[config.mk]
export PLATFORM = sky130hd
export DESIGN_NAME = hypot_iter
export DESIGN_NICKNAME = d
export VERILOG_FILES = /design/src/rtl/hypot_iter.sv
export SDC_FILE = /design/constraint.sdc
export NUM_CORES = 1
export LEC_CHECK = 0
export ABC_AREA = 0
export CAP_MARGIN = 0
export CORE_MARGIN = 1
export CORE_UTILIZATION = 55
export DETAILED_ROUTE_END_ITERATION = 16
export DONT_BUFFER_PORTS = 1
export PLACE_DENSITY = 0.79
export SLEW_MARGIN = 30
export SYNTH_ARGS = -nofsm -noshare
export SYNTH_HDL_FRONTEND = slang
export SYNTH_SLANG_ARGS = --single-unit
[constraint.sdc]
create_clock -name clk -period 7.25 [get_ports clk]
set_input_delay 1.8125 -clock clk [delete_from_list [all_inputs] [get_ports clk]]
set_output_delay 1.8125 -clock clk [all_outputs]
set_load 0.1 [all_outputs]
[src/rtl/hypot_iter.sv]
// hypot_iter: handshaked integer magnitude sqrt(x^2+y^2)
// digit-by-digit root, one result bit per cycle
module hypot_iter #(
  parameter int WIDTH      = 8,
  parameter int ROUND_MODE = 0
) (
  input  logic             clk,
  input  logic             rst_n,
  input  logic             ena,
  input  logic [WIDTH-1:0] x,
  input  logic [WIDTH-1:0] y,
  input  logic             in_valid,
  output logic             in_ready,
  output logic [WIDTH:0]   mag,
  output logic             exact,
  output logic             out_valid,
  input  logic             out_ready,
  output logic             busy
);

  localparam int R  = WIDTH + 1;
  localparam int RW = R + 2;
  localparam int CW = $clog2(R);

  typedef enum logic [1:0] {
    IDLE,
    SQUARE,
    ROOT,
    DONE
  } state_t;

  state_t          state;
  logic [WIDTH-1:0] xr;
  logic [WIDTH-1:0] yr;
  logic [2*R-1:0]  sr;
  logic [R-1:0]    root;
  logic [R-1:0]    rem;
  logic [CW-1:0]   cnt;

  logic [2*R-1:0]  xe;
  logic [2*R-1:0]  ye;
  logic [2*R-1:0]  sum_w;
  logic [RW-1:0]   rem_sh;
  logic [RW-1:0]   trial;
  logic [RW-1:0]   rem_nx;
  logic [R-1:0]    root_nx;
  logic            ge;
  logic            round_up;
  logic [R-1:0]    mag_nx;

  // sum of squares and one root digit step
  always_comb begin
    xe       = {{(2*R-WIDTH){1'b0}}, xr};
    ye       = {{(2*R-WIDTH){1'b0}}, yr};
    sum_w    = xe * xe + ye * ye;
    rem_sh   = {rem, sr[2*R-1:2*R-2]};
    trial    = {root, 2'b01};
    ge       = (rem_sh >= trial);
    rem_nx   = ge ? (rem_sh - trial) : rem_sh;
    root_nx  = {root[R-2:0], ge};
    round_up = (ROUND_MODE == 1) &&
               (rem_nx > {2'b00, root_nx});
    mag_nx   = root_nx + {{(R-1){1'b0}}, round_up};
  end

  // control FSM with registered handshake outputs
  always_ff @(posedge clk or negedge rst_n) begin
    if (!rst_n) begin
      state     <= IDLE;
      in_ready  <= 1'b1;
      out_valid <= 1'b0;
      busy      <= 1'b0;
      mag       <= '0;
      exact     <= 1'b0;
      xr        <= '0;
      yr        <= '0;
      sr        <= '0;
      root      <= '0;
      rem       <= '0;
      cnt       <= '0;
    end else if (ena) begin
      unique case (state)
        IDLE: begin
          if (in_valid && in_ready) begin
            xr       <= x;
            yr       <= y;
            in_ready <= 1'b0;
            busy     <= 1'b1;
            state    <= SQUARE;
          end
        end
        SQUARE: begin
          sr    <= sum_w;
          root  <= '0;
          rem   <= '0;
          cnt   <= CW'(R - 1);
          state <= ROOT;
        end
        ROOT: begin
          sr   <= sr << 2;
          root <= root_nx;
          rem  <= rem_nx[R-1:0];
          if (cnt == '0) begin
            mag       <= mag_nx;
            exact     <= (rem_nx == '0);
            out_valid <= 1'b1;
            busy      <= 1'b0;
            state     <= DONE;
          end else begin
            cnt <= cnt - 1'b1;
          end
        end
        DONE: begin
          if (out_ready) begin
            out_valid <= 1'b0;
            in_ready  <= 1'b1;
            state     <= IDLE;
          end
        end
        default: state <= IDLE;
      endcase
    end
  end

endmodule

After elaboration in Yosys (flattened, before gate mapping) --
Cells that the tools add are included.
Storage, ports and cells: register bits after elaboration 71, input port bits 21, output and inout port bits 13, word-level logic and storage cells 60
Operators by class: add/subtract/negate cells 3, $mul 2, order comparisons 1, eq/ne operators 7, mux-type cells 19, reductions and logical operators 16
Operators by type and width (number):
- $pmux W18 S2 | 1
- $pmux W9 S2 | 2
- $mul A8 B8 Y16 | 2
- $add A16 B16 Y17 | 1
- $reduce_and A4 Y1 | 4
- $ge A11 B11 Y1 | 1
- $logic_not A11 Y1 | 1
- $mux W11 | 1
- $sub A11 B11 Y11 | 1
- $reduce_and A3 Y1 | 3
- $ne A2 B2 Y1 const B | 4
- $pmux W2 S4 | 1
- $pmux W4 S2 | 1
- $reduce_bool A2 Y1 | 4
- $mux W1 | 6
- $mux W2 | 3
- $pmux W1 S2 | 3
- $eq A2 B2 Y1 const B | 2
- $logic_not A4 Y1 | 1
- $mux W4 | 1
- $sub A4 B1 Y4 const B | 1
- $eq A2 B1 Y1 const B | 1
- $logic_not A2 Y1 | 1
- $reduce_and A2 Y1 | 1
- $logic_and A1 B1 Y1 | 1

Longest topological paths before layout --
Gate-level depths: netlist of the first run.
depth after elaboration 3, gate-level depth with buffers 20

Worst setup path before layout of the first run --
OpenSTA, ideal clock, no wires.
kind register to register, from register xr[5], to register sr[16], library setup time 0.116 ns, data arrival time 5.654 ns, data required time 7.134 ns, path slack 1.480 ns, cell stages (with the launch flop) 20, clock period less this slack 5.770 ns, path through dfrtp_1 clkbuf_1 and2_1 fa_1 inv_1 fa_1 inv_1 fa_1 fa_1 fa_1 inv_1 fa_1 inv_1 ha_1 a2111oi_0 o21ai_1 a2111o_1 a41oi_1 xnor2_1 o311ai_0
Between the ends: word-level cells in the longest chain between the ends 3
RTL lines:
- start, declared | line 33 | logic [WIDTH-1:0] xr;
- start signal, assigned | line 75 | xr <= '0;
- start signal, assigned | line 85 | xr <= x;
- $mul A8 B8 Y16 | line 55 | sum_w = xe * xe + ye * ye;
- $add A16 B16 Y17 | line 55
- $pmux W18 S2 | line 82 | unique case (state)
- end signal, assigned | line 93 | sr <= sum_w;
- end signal, assigned | line 100 | sr <= sr << 2;
- end, declared | line 35 | logic [2*R-1:0] sr;
No other way between the ends. A chain may end at the register's enable or synchronous reset.

Worst setup path in the final report of the first run --
from register xr[3], to register sr[16]
The elaborated chain is that of the path after synthesis.

==> flow_summary_export.csv, run 1 <==
group,metric,value,unit
synth,nets_in_the_synthesized_netlist,922,
sta,final.setup.tns,0,ns
critical_path,endpoint,"sr[16]",
floorplan,floorplan.core_area,12670,um^2
grt,grt_start_max_net_pins,72,
critical_path,critical_path_cell_count,18,
floorplan,floorplan.initialDensity,0.5654,
power_and_ir_drop,vdd.ir_drop.worst,0.0001773,V
floorplan,die-area,13490,um^2
final_layout,multiInputGateArea,4813,um^2
place,port_buffers,0,
critical_path,worst_path_dominant_cell_family,"adder cells",
final_layout,most_common_library_cell_in_the_layout_ignoring_fill_and_taps,"inv_1",
routing,sum_of_routed_wire_length_over_all_layers,14290,um
floorplan,num_rows,41,
sta,fin_crit,6.018,ns
clock_network,cts.reportedPaths.clkPinSlew,0.06,ns
sta,tightest_slew,0.9367,ns
job,drv_cap,0,
critical_path,crit_path_start,"xr[3]",
routing,drt-wirelength-per-cell,15.64,um
clock_network,cts.sinks,71,
synth,synth_area,7164,um^2
grt,grt_overflow_total,0,
routing,via_per_inst,5.595,
routing,detail-route-antenna-nets,0,
status,run_status,"completed",
clock_network,cts_hold_repair.buffers,0,
synth,ys_dominant_reg_cell,"dfrtp_1",
power_and_ir_drop,cellLeakagePower,0.003874,uW
critical_path,setup.worst_path.class,"register to register",
critical_path,crit_fanout,11,
sta,setup-violations-final,0,
hold_path,hold_path.class,"register to register",
synth,yosysUniqueCellTypes,61,
sta,post-route-period-util,0.8300,
routing,route.vias.total,5114,
routing,first_pass_iters,5,
sta,max_slew_margin,0.3755,
clock_network,cts.htree.levels,3,
grt,grt_use_total,0.2419,
critical_path,rr_worst_depth,18,
critical_path,setup.worst_path.end_class,"register",
synth,post_synth_inst_count,750,
synth,synth-async-reset-ratio,1.000,
place,place_hpwl,11150,um
critical_path,worst_ep_required_time,7.48,ns
floorplan,dieWidth,116.1,um
grt,global_route_wire_length_before_repair,25150,um
synth,synth-seq-area-share,0.2482,
critical_path,cp_num_buf_inv,4,
routing,drt_iter0_drc,288,
critical_path,critical_path.startpoint_type,"register",
critical_path,cpPeakStageDelay,0.53,ns
final_layout,most-common-layout-cells,"inv_1 (122), fa_1 (76), ha_1 (75)",
place,globalplace.congestion,0.8967,
clock_network,clk-insertion-delay-late,0.34,ns
power_and_ir_drop,pwr_density_cell,396.5,nW/um^2
synth,synth_edf_count,0,
critical_path,crit_chain,"and2_1 -> fa_1 -> inv_1 -> fa_1 -> inv_1 -> fa_1 -> fa_1 -> fa_1 -> inv_1 -> fa_1 -> inv_1 -> ha_1 -> a2111oi_0 -> o21ai_1 -> a2111o_1 -> a41oi_1 -> xnor2_1 -> o311ai_0",
floorplan,io_pins,34,
synth,synth_seq_cells,71,
critical_path,cp_slowest_cell,"fa_1",
final_layout,synthToLayoutAreaGrowth,5.641,%
clock_network,cts_buf_count,9,
sta,finalHoldViolCount,0,
critical_path,rrSetupSlack,1.23,ns
floorplan,fp.dieH,116.1,um
critical_path,worst_r2r_startpoint,"xr[3]",
critical_path,worstReg2RegEnd,"sr[16]",
grt,grt_antenna_before_repair,0,
sta,timing.hold.ws,0.4781,ns
clock_network,cts.root.buffer_cell,"clkbuf_16",
sta,timing.clock.skew,0.007701,ns
grt,vias_in_the_first_global_route,5248,
final_layout,layout-drive-gt1-share,0.06604,
final_layout,fill_cells,1060,
final_layout,sequential_cell_area,1778,um^2
critical_path,worstPathArrival,6.25,ns
sta,max_freq,166.2,MHz
routing,detail_route.drc_violations,0,
clock_network,tritoncts,"built",
critical_path,critPathMostFrequentCell,"fa_1",
final_layout,net_count_reported_at_finish,909,
clock_network,postCtsSetupBuffers,0,
sta,rsz_0062_raised_after_global_routing,"false",
synth,yosys_warnings,0,
synth,post_synth.cell_area_avg,9.552,um^2
clock_network,clk_path_buf_depth,2,
final_layout,antennaDiodeCount,0,
clock_network,cts_repair_resize_count,0,
sta,report.final.slew_viol_count,0,
per-layer routing:
metal	vias up	GRT usage	routed length, um
met3	17	0.04463	664
met2	125	0.4079	6991
met4	0	0.06838	245
met5	-	0	0
li1	2458	-	-
met1	2514	0.3213	6389
sequential cells by signal (all words and copies together), names as in the netlist, 2 cells and up:
name and cells:
sr 18, mag 9, rem 9, root 9, xr 8, yr 8, cnt 4, state 2
area by class of cell:
class                           count  share of cell area
Multi-Input combinational cell    531              0.6360
Sequential cell                    71              0.2349
Inverter                          122             0.06051
Clock buffer                       10             0.03158
Tap cell                          172             0.02843
Clock inverter                      6            0.005786
Timing Repair Buffer                2            0.002810
logic make-up (layout without fill, tap and decap cells):
family	after synthesis	count (layout)	share of synthesized area
flip-flops	71	71	0.2482
adder cells (fa/ha/maj)	151	151	0.3433
multiplexers	35	35	0.05222
buffers and inverters	148	140	0.08034
AO/OA/AOI/OAI	138	138	0.1214
AND/OR/NAND/NOR	187	187	0.1301
XOR/XNOR	20	20	0.02445
metrics by stage:
step | utilization | cells | setup WS [ns] | instance area, um^2 | total power (uW)
after detailed placement | 0.5737 | 897 | 1.250 | 7269 | 2579
after global routing | 0.5973 | 914 | 0.7976 | 7569 | 3307
final | 0.5973 | 914 | 1.232 | 7569 | 3001
after CTS | 0.5960 | 913 | 1.202 | 7552 | 3015
after floorplan | - | 750 | 1.480 | 7164 | 2231
after global placement | 0.5737 | 897 | 1.321 | 7269 | 2516
report_power, final:
| group | leakage [uW] | switching, uW | internal, uW |
|---|---|---|---|
| clock | 0.000139 | 183 | 242 |
| sequential | 0.000942 | 404 | 525 |
| combinational | 0.00279 | 921 | 727 |
| total | 0.00387 | 1510 | 1490 |
worst min-delay path by stage:
| stage | start | to | slack, ns | cells past startpoint |
|---|---|---|---|---|
| global placement | sr[0] | sr[0] | 0.45 | 2 |
| global route | sr[1] | sr[1] | 0.51 | 2 |
| CTS | sr[0] | sr[0] | 0.48 | 2 |
| detailed placement | sr[1] | sr[1] | 0.46 | 2 |
| floorplan | sr[0] | sr[0] | 0.44 | 2 |
| finish | sr[0] | sr[0] | 0.48 | 2 |
worst reg2reg max path, delay by kind of cell, from the launching register on:
kind / cells / cell delay [ns]
AO/OA/AOI/OAI: 5 / 1.56
XOR/XNOR: 1 / 0.10
adder cells (fa/ha/maj): 7 / 3.34
buffers and inverters: 4 / 0.19
flip-flops: 1 / 0.49
AND/OR/NAND/NOR: 1 / 0.24
Yosys cell counts, types with 4 or more instances:
library cell	number	area [um^2]
inv_1	122	457.9
mux2_2	19	214.0
nor3_1	8	40.04
fa_1	76	1521
o21a_1	6	45.04
xnor2_1	15	131.4
a21o_1	9	67.56
dfrtp_1	70	1752
ha_1	75	938.4
nor2_1	13	48.80
a31oi_1	5	31.28
and2_1	37	231.5
xor2_1	5	43.79
o21ai_0	58	290.3
a21oi_1	20	100.1
nor2b_1	7	43.79
mux2i_1	16	160.2
a22o_1	4	35.03
nand2_1	75	281.5
a211oi_1	6	45.04
and3_1	4	25.02
clkbuf_1	19	71.32
nand3_1	21	105.1
Power figures use the tool's default switching activity.
==> run 2, diff against run 1 <==
Clock period 7.25 ns to 5.6 ns, I/O delays scaled along.
==> run 2 against run 1 <==
Global-route usage grew 1.3 points. Register-to-register slack lost 1.4 ns. Clock skew shrank 0.0033 ns. First-iteration DRC count grew 9.7%. Total power grew 41%. Cell count grew 4.2%. Final area grew 5.6%. The flow now finishes with violations (negative setup slack).
==> flow_summary_export.csv, run 2 (synthesis results as in run 1) <==
group,metric,value,unit
grt,grt_antenna_before_repair,0,
hold_path,hold_path.class,"register to register",
place,globalplace.congestion,0.9317,
clock_network,clk-insertion-delay-late,0.34,ns
sta,timing.clock.skew,0.004420,ns
status,run_status,"finished, violations left",
grt,grt_start_max_net_pins,72,
final_layout,layout.cells.non_filler,952,
final_layout,most-common-layout-cells,"inv_1 (116), fa_1 (75), nand2_1 (72)",
power_and_ir_drop,cellLeakagePower,0.004083,uW
final_layout,antennaDiodeCount,0,
clock_network,cts_hold_repair.buffers,0,
floorplan,io_pins,34,
place,port_buffers,0,
clock_network,cts.sinks,71,
routing,first_pass_iters,5,
clock_network,tritoncts,"built",
grt,vias_in_the_first_global_route,5690,
routing,route.vias.total,5403,
power_and_ir_drop,vdd.ir_drop.worst,0.0002688,V
sta,worst_slack,-0.2163,ns
floorplan,floorplan.core_area,12670,um^2
sta,rsz_0062_raised_after_global_routing,"true",
critical_path,crit_path_start,"xr[6]",
clock_network,cts.htree.levels,3,
sta,fin_crit,5.816,ns
status,failed_checks,"negative setup slack",
grt,global_route_wire_length_before_repair,26360,um
final_layout,net_count_reported_at_finish,948,
final_layout,fill_cells,1010,
sta,max_freq,171.9,MHz
clock_network,clk_path_buf_depth,2,
hold_path,min_from,"sr[2]",
routing,sum_of_routed_wire_length_over_all_layers,15970,um
critical_path,rr_worst_depth,18,
sta,finalHoldViolCount,0,
place,placedInstanceArea,7560,um^2
critical_path,rrSetupSlack,-0.22,ns
final_layout,most_common_library_cell_in_the_layout_ignoring_fill_and_taps,"inv_1",
grt,gr-usage-met2,0.4464,
place,dp_worst_setup_slack,-0.2257,ns
critical_path,crit_fanout,5,
grt,globalRouteMet3Util,0.05241,
final_layout,layout-drive-gt1-share,0.1462,
place,place_hpwl,12100,um
critical_path,critical_path.startpoint_type,"register",
grt,grt_overflow_total,0,
job,drv_cap,0,
power_and_ir_drop,pwr_density_cell,529.5,nW/um^2
sta,max_slew_margin,0.3739,
sta,timing.hold.ws,0.4919,ns
final_layout,final_design_area_no_fill,7994,um^2
floorplan,die-area,13490,um^2
sta,setup-violations-final,4,
clock_network,cts.root.buffer_cell,"clkbuf_16",
final_layout,synthToLayoutAreaGrowth,11.58,%
hold_path,timing.hold.worst_endpoint,"sr[2]",
final_layout,largest-register,"sr",
clock_network,cts_buf_count,9,
floorplan,num_rows,41,
critical_path,worstPathArrival,6.07,ns
floorplan,fp.dieH,116.1,um
power_and_ir_drop,report.power.total,4233,uW
sta,report.final.slew_viol_count,0,
routing,drt_iter0_drc,316,
critical_path,worst_ep_required_time,5.85,ns
floorplan,floorplan.initialDensity,0.5654,
final_layout,largest_reg_flops,18,
floorplan,dieWidth,116.1,um
place,placedCellCount,932,
sta,post-route-period-util,1.039,
grt,met1_usage,0.3096,
routing,detail-route-antenna-nets,0,
clock_network,cts.reportedPaths.clkPinSlew,0.06,ns
hold_path,worstHoldPathCells,2,
routing,detail_route.drc_violations,0,
critical_path,setup.worst_path.class,"register to register",
routing,drt-wirelength-per-cell,16.77,um
sta,tightest_slew,0.9392,ns
critical_path,worst_r2r_startpoint,"xr[6]",
routing,via_per_inst,5.675,
critical_path,worstReg2RegEnd,"sr[14]",
grt,grt_use_total,0.2544,
grt,globalRoute.busiestLayer,"met2",
critical_path,setup.worst_path.end_class,"register",
run 2: worst max-delay path, cell delays in order, from the launching register on:
cell and delay, ns:
dfrtp_1 0.46, and2_4 0.20, fa_1 0.56, inv_2 0.05
fa_1 0.44, fa_1 0.58, inv_1 0.07, fa_1 0.48
fa_1 0.49, inv_1 0.05, fa_1 0.47, inv_1 0.06
ha_4 0.26, a2111oi_4 0.36, o21ai_2 0.12, a2111o_1 0.48
and3_1 0.21, o31a_1 0.25, o21ai_1 0.13
run 2: timing repair:
action	in CTS	in global routing
setup buffers	2	2
setup endpoints to repair	4	6
pin swaps	4	18
gates resized for setup	9	24
endpoints found under the hold margin	0	0
run 2: area by class of cell:
| cell class | count | area, um^2 | area share |
|---|---|---|---|
| inverters | 122 | 457.9 | 0.05729 |
| flip-flops and latches | 71 | 1779 | 0.2226 |
| repair buffers | 41 | 311.5 | 0.03897 |
| well taps | 172 | 215.2 | 0.02692 |
| clock buffers | 9 | 225.2 | 0.02817 |
| clock inverters | 6 | 62.56 | 0.007826 |
| multi-input cells | 531 | 4942 | 0.6182 |
run 2: power breakdown:
group,internal [uW],total [uW],switching (uW)
logic,1120,2540,1410
clock network,341,566,225
registers,682,1130,450
total,2140,4230,2090
run 2: metrics by stage:
stage | setup TNS, ns | utilization
final | -0.4092 | 0.6309
after floorplan | 0 | -
after detailed placement | -0.4356 | 0.5966
after global placement | -0.004801 | 0.5964
after CTS | -0.07967 | 0.6229
after global routing | -1.178 | 0.6309
run 2: layer usage:
layer  wire (um)  vias up
met1        6759     2686
met4         405        0
met2        8121      155
li1            -     2519
met5           0        -
met3         678       43
run 2: how the worst max path moves through the flow:
stage | end | slack [ns] | cells after the start
2_1_floorplan | sr[14] | 0.02 | 17
3_3_place_gp | sr[14] | -0.003 | 18
3_5_place_dp | sr[14] | -0.23 | 18
4_1_cts | sr[14] | -0.04 | 18
5_1_grt | sr[14] | -0.37 | 18
6_report | sr[14] | -0.22 | 18
==> run 3, diff against run 2 <==
Settings changed: GPL_TIMING_DRIVEN set to 1, PLACE_DENSITY 0.79 to 0.69.
==> run 3 against run 2 <==
The run now ends clean. Non-clock buffer count grew 14. Clock skew up 0.0047 ns. Count of clock-buffer cells in the layout grew 1. Critical path depth unchanged. Sequential power barely moved. Final area increased by 1.9%. Die area did not move. Wire length decreased by 2.3%. Sequential cell count is the same. Register-to-register slack better by 0.24 ns. Total power rose by 0.82%. Worst hold slack worse by 0.012 ns. Critical endpoint unchanged. Largest cell class unchanged.
==> flow_summary_export.csv, run 3 (synthesis results as in run 1) <==
group,metric,value,unit
routing,top_signal_layer_used,"met5",
sta,report.final.slew_viol_count,0,
critical_path,crit_fanout,5,
power_and_ir_drop,clkPwrFrac,0.141,
sta,rsz_0062_raised_after_global_routing,"true",
sta,tightest_slew,0.9559,ns
sta,worst_slack,0.02564,ns
sta,max_freq,179.4,MHz
routing,first_pass_iters,5,
final_layout,layout-drive-gt1-share,0.1723,
power_and_ir_drop,vdd.ir_drop.worst,0.0002912,V
clock_network,cts.reportedPaths.clkPinSlew,0.06,ns
place,dp_worst_setup_slack,-0.1412,ns
sta,fin_crit,5.574,ns
routing,wl_met2,7578,um
power_and_ir_drop,internal-power,2187,uW
floorplan,io_pins,34,
critical_path,critical_path.startpoint_type,"register",
floorplan,dieWidth,116.1,um
critical_path,crit_chain,"and2_4 -> fa_1 -> inv_2 -> fa_2 -> inv_2 -> fa_1 -> fa_1 -> fa_1 -> inv_2 -> fa_1 -> inv_1 -> ha_2 -> a2111oi_4 -> o21ai_2 -> a2111o_1 -> and3_1 -> o31a_1 -> o21ai_1",
final_layout,largest_reg_flops,18,
final_layout,synthToLayoutAreaGrowth,13.67,%
floorplan,die-area,13490,um^2
clock_network,cts_hold_repair.buffers,0,
clock_network,cts.sinks,71,
critical_path,cp_num_buf_inv,4,
power_and_ir_drop,pwr-share-comb,0.594,
critical_path,cp_slowest_cell,"fa_1",
routing,drt_iter0_drc,346,
grt,grt_overflow_total,0,
status,run_status,"completed",
critical_path,setup.worst_path.class,"register to register",
grt,vias_in_the_first_global_route,5565,
final_layout,largest-register,"sr",
critical_path,worst_path_dominant_cell_family,"adder cells",
sta,timing.clock.skew,0.009145,ns
final_layout,net_count_reported_at_finish,962,
power_and_ir_drop,cellLeakagePower,0.004152,uW
power_and_ir_drop,pwr_density_cell,524.0,nW/um^2
grt,grt_use_total,0.2568,
routing,detail-route-antenna-nets,0,
critical_path,critPathMostFrequentCell,"fa_1",
routing,route.layer.met1.wl,7181,um
critical_path,worst_ep_required_time,5.86,ns
job,drv_cap,0,
critical_path,cpPeakStageDelay,0.57,ns
sta,max_slew_margin,0.3627,
final_layout,final_design_area_no_fill,8144,um^2
clock_network,clk-insertion-delay-late,0.35,ns
clock_network,cts.htree.levels,3,
clock_network,clk_path_buf_depth,2,
sta,post-route-period-util,0.9954,
power_and_ir_drop,total_switching_power,2080,uW
floorplan,fp.dieH,116.1,um
grt,global_route_wire_length_before_repair,26430,um
sta,setup-violations-final,0,
critical_path,worstPathArrival,5.83,ns
critical_path,setup.worst_path.end_class,"register",
clock_network,tritoncts,"built",
floorplan,floorplan.core_area,12670,um^2
final_layout,antennaDiodeCount,0,
place,placedInstanceArea,7612,um^2
clock_network,cts.root.buffer_cell,"clkbuf_16",
clock_network,cts_buf_count,9,
power_and_ir_drop,report.power.total,4267,uW
place,port_buffers,0,
sta,timing.hold.ws,0.4796,ns
final_layout,most-common-layout-cells,"inv_1 (118), fa_1 (73), nand2_1 (72)",
routing,via_per_inst,5.492,
routing,detail_route.drc_violations,0,
routing,drt-wirelength-per-cell,16.14,um
routing,sum_of_routed_wire_length_over_all_layers,15600,um
floorplan,floorplan.initialDensity,0.5654,
grt,grt_start_max_net_pins,72,
power_and_ir_drop,register_share_of_total_power,0.266,
final_layout,final_core_util,0.6427,
place,globalplace.congestion,0.9270,
final_layout,most_common_library_cell_in_the_layout_ignoring_fill_and_taps,"inv_1",
final_layout,fill_cells,1043,
hold_path,hold_path.class,"register to register",
sta,finalHoldViolCount,0,
place,place_hpwl,11650,um
power_and_ir_drop,switching_share,0.4874,
grt,grt_antenna_before_repair,1,
routing,met3_length,562,um
floorplan,num_rows,41,
routing,route.vias.total,5311,
-- run 3: cell types whose count changed in the layout (fill, tap and decap cells not counted), moves of 3 or more --
| cell | change |
|---|---|
| and2_4 | +3 |
| dfrtp_2 | +6 |
| buf_4 | +12 |
| dfrtp_1 | -6 |
-- run 3: layout make-up --
type	count	area, um^2	share of cell area
repair buffers	55	424.2	0.05208
multi-input cells	531	4954	0.6082
inverters	122	457.9	0.05623
clock buffers	10	239.0	0.02934
clock inverters	6	67.56	0.008296
well taps	172	215.2	0.02642
flip-flops and latches	71	1787	0.2194
-- run 3: worst paths after layout --
kind	from	endpoint	slack, ns	depth (start not counted)
min reg2reg	sr[0]	sr[0]	0.48	2
min in group asynchronous	rst_n	root[8]	0.74	0
max reg2reg	xr[5]	sr[14]	0.03	18
max in group asynchronous	rst_n	in_ready	4.65	0
min	sr[0]	sr[0]	0.48	2
max	xr[5]	sr[14]	0.03	18
-- run 3: per-layer routing --
layer | vias up | global-route usage
li1 | 2560 | -
met2 | 100 | 0.4349
met5 | - | 0
met3 | 29 | 0.04411
met4 | 2 | 0.07863
met1 | 2620 | 0.3386
-- run 3: worst reg2reg max path, cell delays in order, from the launching register on --
cell and delay, ns:
dfrtp_1 0.42, and2_4 0.20, fa_1 0.57, inv_2 0.05
fa_2 0.56, inv_2 0.04, fa_1 0.49, fa_1 0.43
fa_1 0.51, inv_2 0.04, fa_1 0.54, inv_1 0.05
ha_2 0.19, a2111oi_4 0.35, o21ai_2 0.11, a2111o_1 0.43
and3_1 0.19, o31a_1 0.23, o21ai_1 0.12
-- run 3: through the flow --
| stage | std cells | setup TNS (ns) |
|---|---|---|
| 5_1_grt | 967 | -0.3895 |
| 6_report | 967 | 0 |
| 2_1_floorplan | 750 | 0 |
| 4_1_cts | 963 | 0 |
| 3_3_place_gp | 939 | -0.1054 |
| 3_5_place_dp | 939 | -0.3049 |
-- run 3: power by group through the flow --
stage	Combinational [uW]	Sequential [uW]	Clock [uW]
after floorplan	1820	1090	0
after global placement	2320	1130	0
after detailed placement	2390	1130	0
after CTS	2480	1120	613
after global routing	2870	1160	631
final	2530	1130	600
-- run 3: what timing repair did --
item | in CTS | in global routing
endpoints found under the setup margin | 3 | 7
cloned | 0 | 0
setup buffers | 8 | 3
gates resized for setup | 17 | 28
pin swaps | 13 | 14
